--- src/rtl/exc_ctrl.sv ---
// exc_ctrl: exception/interrupt PC-redirect controller for the single-cycle MIPS datapath
module exc_ctrl #(
    parameter int NIRQ = 4,
    parameter logic [2:0] ILLOP_SEL = 3'd4,
    parameter logic [2:0] XADR_SEL = 3'd5
) (
    input  logic            clk,
    input  logic            reset,
    input  logic [31:0]     pc,
    input  logic [NIRQ-1:0] irq_in,
    input  logic            illop,
    input  logic            eret,
    input  logic            mask_we,
    input  logic [NIRQ-1:0] mask_wdata,
    output logic [2:0]      exc_sel,
    output logic            epc_we,
    output logic [31:0]     epc,
    output logic [2:0]      irq_id,
    output logic [7:0]      cause
);
    typedef enum logic [1:0] {USER = 2'd0, K_IRQ = 2'd1, K_EXC = 2'd2} st_t;
    localparam int PW = NIRQ < 4 ? NIRQ : 4;
    st_t st, st_n;
    logic [NIRQ-1:0] pend, pend_n, mask, clr;
    logic guard, guard_n, fatal, fatal_n, last_illop, last_n;
    logic take_ill, take_irq;
    logic [2:0] low_id;
    logic [3:0] p4;
    assign take_ill = illop && !pc[31];
    assign take_irq = |pend && !pc[31] && !guard && !illop;
    always_comb begin
        low_id = 3'd0;
        for (int i = NIRQ - 1; i >= 0; i--)
            if (pend[i]) low_id = 3'(i);
    end
    assign exc_sel = take_ill ? ILLOP_SEL : take_irq ? XADR_SEL : 3'd0;
    assign epc_we = take_ill || take_irq;
    assign epc = take_ill ? {pc[31], pc[30:0] + 31'd4} : take_irq ? pc : 32'd0;
    assign irq_id = take_irq ? low_id : 3'd0;
    assign clr = take_irq ? NIRQ'(1) << low_id : '0;
    always_comb begin
        pend_n = (pend | (irq_in & mask)) & ~clr;
        st_n = take_ill ? K_EXC : take_irq ? K_IRQ :
               ((st != USER && eret) || !pc[31]) ? USER : st;
        last_n = take_ill ? 1'b1 : take_irq ? 1'b0 : last_illop;
        fatal_n = fatal || (illop && pc[31]);
        // Guard blocks interrupts until one user instruction retires after a return
        guard_n = (st != USER && eret) ? 1'b1 :
                  (st == USER && !pc[31] && !eret) ? 1'b0 : guard;
        p4 = 4'd0;
        for (int i = 0; i < PW; i++) p4[i] = pend_n[i];
    end
    always_ff @(posedge clk or negedge reset) begin
        if (!reset) begin
            st <= USER;
            pend <= '0;
            mask <= '1;
            guard <= 1'b0;
            fatal <= 1'b0;
            last_illop <= 1'b0;
            cause <= 8'd0;
        end else begin
            st <= st_n;
            pend <= pend_n;
            mask <= mask_we ? mask_wdata : mask;
            guard <= guard_n;
            fatal <= fatal_n;
            last_illop <= last_n;
            cause <= {fatal_n, st_n, last_n, p4};
        end
    end
endmodule

--- config.mk ---
export PLATFORM = sky130hd
export DESIGN_NAME = exc_ctrl
export DESIGN_NICKNAME = d
export VERILOG_FILES = /design/src/rtl/exc_ctrl.sv
export SDC_FILE = /design/constraint.sdc
export NUM_CORES = 1
export LEC_CHECK = 0
export BUFFER_PORTS_ARGS = -buffer_cell sky130_fd_sc_hd__buf_4
export CORE_ASPECT_RATIO = 1.4
export CORE_UTILIZATION = 44
export CTS_CLUSTER_SIZE = 10
export DETAILED_ROUTE_END_ITERATION = 16
export GPL_TIMING_DRIVEN = 0
export MAX_ROUTING_LAYER = met4
export PLACE_DENSITY = 0.89
export SETUP_SLACK_MARGIN = 0.05
export SYNTH_ARGS = -nofsm -noshare
export SYNTH_HDL_FRONTEND = slang
export SYNTH_SLANG_ARGS = --single-unit
--- constraint.sdc ---
create_clock -name clk -period 2.75 [get_ports clk]
set_input_delay 0.55 -clock clk [delete_from_list [all_inputs] [get_ports clk]]
set_output_delay 0.55 -clock clk [all_outputs]
set_load 0.005 [all_outputs]
==> results of run 1 <==
==> Yosys cell counts (all sizes together) (2+ instances only) <==
| cell | number | area [um2] |
|---|---|---|
| and2 | 3 | 18.8 |
| o311ai | 2 | 17.5 |
| a21o | 5 | 37.5 |
| dfstp | 4 | 105 |
| a31o | 3 | 26.3 |
| or2 | 2 | 12.5 |
| or3 | 3 | 18.8 |
| nor2b | 2 | 12.5 |
| dfrtp | 9 | 225 |
| clkbuf | 7 | 27.5 |
| a31oi | 23 | 144 |
| o21ai | 26 | 130 |
| nand4 | 11 | 83.8 |
| nor4 | 10 | 75.1 |
| and3 | 5 | 31.3 |
| buf | 15 | 101 |
| inv | 3 | 11.3 |
| nor3 | 5 | 25.0 |
| a21oi | 12 | 60.1 |
| nand2 | 23 | 86.3 |
| a41oi | 7 | 61.3 |
| nor2 | 10 | 37.5 |
| a211o | 2 | 17.5 |
| nand3 | 10 | 60.1 |
| mux2 | 4 | 45.0 |
==> how the worst max path moves through the flow <==
| stage | end | slack (ns) | start |
|---|---|---|---|
| 3_5_place_dp | epc[5] | 0.03 | pc[31] |
| 4_1_cts | epc[19] | 0.07 | pend[2] |
| 6_report | epc[5] | 0.07 | pc[31] |
| 2_1_floorplan | epc[22] | 0.43 | pc[12] |
| 3_3_place_gp | epc[5] | 0.03 | pc[31] |
| 5_1_grt | epc[21] | 0.003 | pc[9] |
==> where the power goes <==
part / total, uW / switching, uW / internal, uW
clock: 167 / 65.3 / 102
combinational: 373 / 173 / 199
sequential: 297 / 61.6 / 235
total: 837 / 300 / 537
==> state kept, by name, summed over array words and instances (netlist names) <==
name	cells
st	1
mask	4
guard	1
pend	3
cause	4
==> metrics by stage <==
step,utilization [%],total power (uW),setup WS [ns],hold slack (ns)
3_3_place_gp,66.8,639,0.0271,0.398
4_1_cts,68.6,826,0.0728,0.140
3_5_place_dp,66.8,648,0.0311,0.400
6_report,69.5,837,0.0738,0.141
5_1_grt,69.5,890,0.00333,0.148
2_1_floorplan,-,433,0.429,0.254
==> logic make-up after synthesis <==
family | after synthesis | share of synthesized area [%]
simple gates | 89 | 31.6
flops | 13 | 20.8
mux | 4 | 2.84
compound gates | 86 | 34.6
other cells | 1 | 0.236
fa+ha+maj | 1 | 0.788
buf+inv | 26 | 9.14
==> metal layers <==
metal | vias to the layer above | track usage, % | wire length (um)
met4 | 0 | 9.65 | 84
met3 | 9 | 2.71 | 405
met1 | 1016 | 36.6 | 2120
met5 | - | - | 0
li1 | 1043 | - | -
met2 | 105 | 48.0 | 2860
==> worst max-delay path, delay by kind of cell <==
kind	cells	cell delay (ns)
compound gates	2	0.21
buf+inv	5	0.71
simple gates	2	0.64
==> cell type report <==
class	count	area share, %
multi-input cells	183	49.0
plain buffers	22	5.60
inverters	4	0.739
repair buffers	84	26.6
flip-flops and latches	13	14.0
clock buffers	4	1.90
well taps	40	2.11
==> repair_timing <==
item                       in CTS  in global routing
resized for setup               4                 13
hold endpoints to repair        0                  0
hold buffers                    0                  0
setup endpoints to repair       5                 21
==> impl_metrics.ini, run 1 <==
[run_status]
status = completed

[yosys]
ys.warnings.count = 0
synth.distinct_cells = 47
count_of_flip_flops_with_a_built_in_enable_after_synthesis = 0
ys.flop_type = dfrtp_1
avgSynthCellArea_um2 = 7.22
synth_async_sr_flop_share_pct = 100
seq_area_frac_synth_pct = 20.8
post_synth_instance_area_um2 = 1590
ys_ff_latch = 13
post_synth_inst_count = 220

[sta]
worst_clock_skew_ns = 0.00103
worst-slew-pin-transition_ns = 0.629
relSlewSlack_pct = 57.7
final.min_clock_period_ns = 2.68
finalMaxSlewViolations = 0
grt_setup_unrepaired = true
max_freq_mhz = 374
timing.final.hold_violations = 0
finalCritPeriodShare_pct = 97.3
fin_tns_setup_ns = 0
report.final.setup_viol = 0

[cts]
worst_setup_hold_path_clk_slew_ns = 0.05
clock-root-buffer = clkbuf_8
cts.sinks = 13
cts-root-to-sink-buffers = 2
numCtsBuffers = 3
cts_tree = done
htreeDepth = 1
post_cts_buffers = 0
worst_skew_pair.late_latency_ns = 0.24

[finish]
final_common_cell = buf_4
finish.cell_count_without_fillers = 350
register_area_um2 = 332
final_cell_mix = buf_4, o21ai_0, a31oi_1
filler_cell_count = 305
layout.nets = 357
drive_above_1_share_pct = 41.9
multiInputGateArea_um2 = 1160
area_delta_synth_final_pct = 49.3
finalInstanceArea_um2 = 2370
num_antenna_cells = 0

[global_route]
grt_pass1_wl_mm = 8.35
grt_max_degree = 14
grt_pass1_vias = 1772
globalRouteOverflowTotal = 0
global_route.usage.total_pct = 29.1
antenna_found_initial = 0

[setup_path]
critical_path.reg2reg.startpoint = guard
cp_cell_sequence = buf_4 > or3_4 > or2_1 > buf_2 > inv_4 > buf_6 > a21oi_1 > a21oi_1 > buf_4
timing.critical_path.to_type = output pin
critPathArrivalTime_ns = 2.13
start_kind = input pin
critical-path-max-stage-delay_ns = 0.41
critical_path_fanout_max = 10
worstPathRequired_ns = 2.20
timing.reg2reg.setup_slack_ns = 1.05
crit_slowest_cell = or3_4
r2r-end = cause[4]
worst_r2r_path_depth = 6
worstSetupPathType = input pin to output pin

[hold_path]
holdCritPathClass = input pin to asynchronous set/reset pin

[placement]
place.gp.congestion = 0.912
placed_cells = 346
io_buffer_count = 84
dpl_cell_area_um2 = 2280
detailedPlacementHpwl_mm = 4.14

[die]
row_count = 25
initial_utilization_pct = 46.6
die_y_um = 73.1
fp.dieW_um = 52.8
floorplan.die_area_um2 = 3860
design.core.area_um2 = 3410
pin_count = 92

[routing]
vias_per_cell = 6.21
drt_pass1_iterations = 4
detailroute.via_count = 2173
total_length_of_routed_wires_mm = 5.47
remaining_antenna_violation_count = 0
detail_route.wl_per_cell_um = 15.6
post-route-drc-count = 0
drt_iter0_drc = 91

[power]
peak_supply_drop_mv = 0.507
total_leakage_power_uw = 0.00106
powerDensity_nw_per_um2 = 353

[run]
timing.max_cap.violations = 0
Note: power is estimated with default switching activity, not from simulation.
==> inputs of run 2 (changes only) <==
HOLD_SLACK_MARGIN = 0.08   (was default)
SETUP_SLACK_MARGIN = 0.15   (was 0.05)
==> impl_metrics.ini, run 2 (synthesized netlist as in run 1, its figures left out) <==
[finish]
layout_top_registers = cause x4, mask x4, pend x3
final_cell_mix = buf_4, o21ai_0, nand2_1, a31oi_1, a21oi_1
num_antenna_cells = 0
drive_above_1_share_pct = 44.1
layout.nets = 358
final_common_cell = buf_4
finish.cell_count_without_fillers = 351
area_delta_synth_final_pct = 55.2

[cts]
cts-root-to-sink-buffers = 2
worst_setup_hold_path_clk_slew_ns = 0.05
worst_skew_pair.late_latency_ns = 0.24
numCtsBuffers = 3
clock-root-buffer = clkbuf_8
hold_buffer_count_at_cts = 0
cts_tree = done
cts.sinks = 13
htreeDepth = 1

[global_route]
grt_max_degree = 14
grt_pass1_wl_mm = 8.63
grt_pass1_vias = 1843
antenna_found_initial = 0
global_route.usage.total_pct = 30.1
globalRouteOverflowTotal = 0

[sta]
fin_tns_setup_ns = 0
max_freq_mhz = 385
timing.final.hold_violations = 0
relSlewSlack_pct = 55.9
worst-slew-pin-transition_ns = 0.655
final.min_clock_period_ns = 2.60
layout_setup_ws_ns = 0.150
finalMaxSlewViolations = 0
finalCritPeriodShare_pct = 94.6
report.final.setup_viol = 0
fin_hold_ws_ns = 0.140
worst_clock_skew_ns = 0.00133
grt_setup_unrepaired = true

[placement]
dp_worst_setup_slack_ns = 0.0311
detailedPlacementHpwl_mm = 4.14
io_buffer_count = 84
place.gp.congestion = 0.912
placed_cells = 346

[die]
initial_utilization_pct = 46.6
row_count = 25
pin_count = 92
fp.dieW_um = 52.8
design.core.area_um2 = 3410
die_y_um = 73.1
floorplan.die_area_um2 = 3860

[setup_path]
worst_setup_path_startpoint = pc[9]
timing.critical_path.depth = 6
critical_path.reg2reg.startpoint = guard
path_delay_family = simple AND/OR/NAND/NOR gates
worstSetupEndpoint = epc[24]
critical-path-max-stage-delay_ns = 0.55
start_kind = input pin
worst_r2r_path_depth = 6
critPathArrivalTime_ns = 2.05
worstSetupPathType = input pin to output pin
cp_cell_sequence = buf_2 > nand3_2 > or4_4 > o311ai_2 > nand2_1 > buf_4
worstPathBufferInverterCount = 2
timing.critical_path.to_type = output pin
worstPathRequired_ns = 2.20
r2r-end = cause[4]
timing.reg2reg.setup_slack_ns = 1.13
critical_path_fanout_max = 8
crit_slowest_cell = or4_4

[run_status]
status = completed

[routing]
remaining_antenna_violation_count = 0
post-route-drc-count = 0
total_length_of_routed_wires_mm = 5.67
detail_route.wl_per_cell_um = 16.1
drt_pass1_iterations = 5
vias_per_cell = 6.28
drt_iter0_drc = 114
detailroute.via_count = 2203

[power]
power_uw = 858
powerDensity_nw_per_um2 = 348
peak_supply_drop_mv = 0.522
total_leakage_power_uw = 0.00111

[run]
timing.max_cap.violations = 0

[hold_path]
holdCritPathClass = input pin to asynchronous set/reset pin
## run 2: cell types whose count changed in the layout (fill, tap and decap cells not counted), sizes merged
| cell | delta |
|---|---|
| buf | +1 |
| inv | -1 |
| clkinv | +1 |
## run 2: cell type report
cell class              instances  area, um2
plain buffers                  22        141
clock buffers                   4       45.0
fillers                       288        945
inverters                       4       20.0
multi-input cells             183       1240
flip-flops and latches         13        333
well taps                      40       50.0
repair buffers                 85        638
## run 2: per-layer routing
layer	wire, um	part of all wire, %	vias to the layer above	GRT usage, %
met5	0	0	-	-
met4	127	2.2	0	12.6
met3	363	6.4	13	2.71
met2	2960	52	107	48.9
met1	2210	39	1041	37.3
li1	-	-	1042	-
## run 2: worst min-delay path by stage
stage / startpoint / endpoint / slack, ns / depth (start not counted)
after floorplan: reset / cause[3] / 0.25 / 0
after global placement: reset / pend[2] / 0.40 / 1
after detailed placement: reset / pend[2] / 0.40 / 1
after CTS: reset / pend[1] / 0.14 / 1
after global routing: reset / pend[1] / 0.15 / 1
final: reset / pend[1] / 0.14 / 1
## run 2: what timing repair did
| item | 4_1_cts | 5_1_grt |
|---|---|---|
| pin swaps | 1 | 3 |
| setup buffers | 0 | 1 |
| resized for setup | 10 | 21 |
| endpoints found under the setup margin | 23 | 30 |
## run 2: power by group
group          switching, uW  internal, uW
combinational            183           207
sequential              62.7           237
clock                   65.9           102
## run 2: stage by stage
stage               area (um2)  util [%]
floorplan                 1600         -
global placement          2280      66.8
detailed placement        2280      66.8
CTS                       2360      69.3
global route              2460      72.3
finish                    2460      72.3
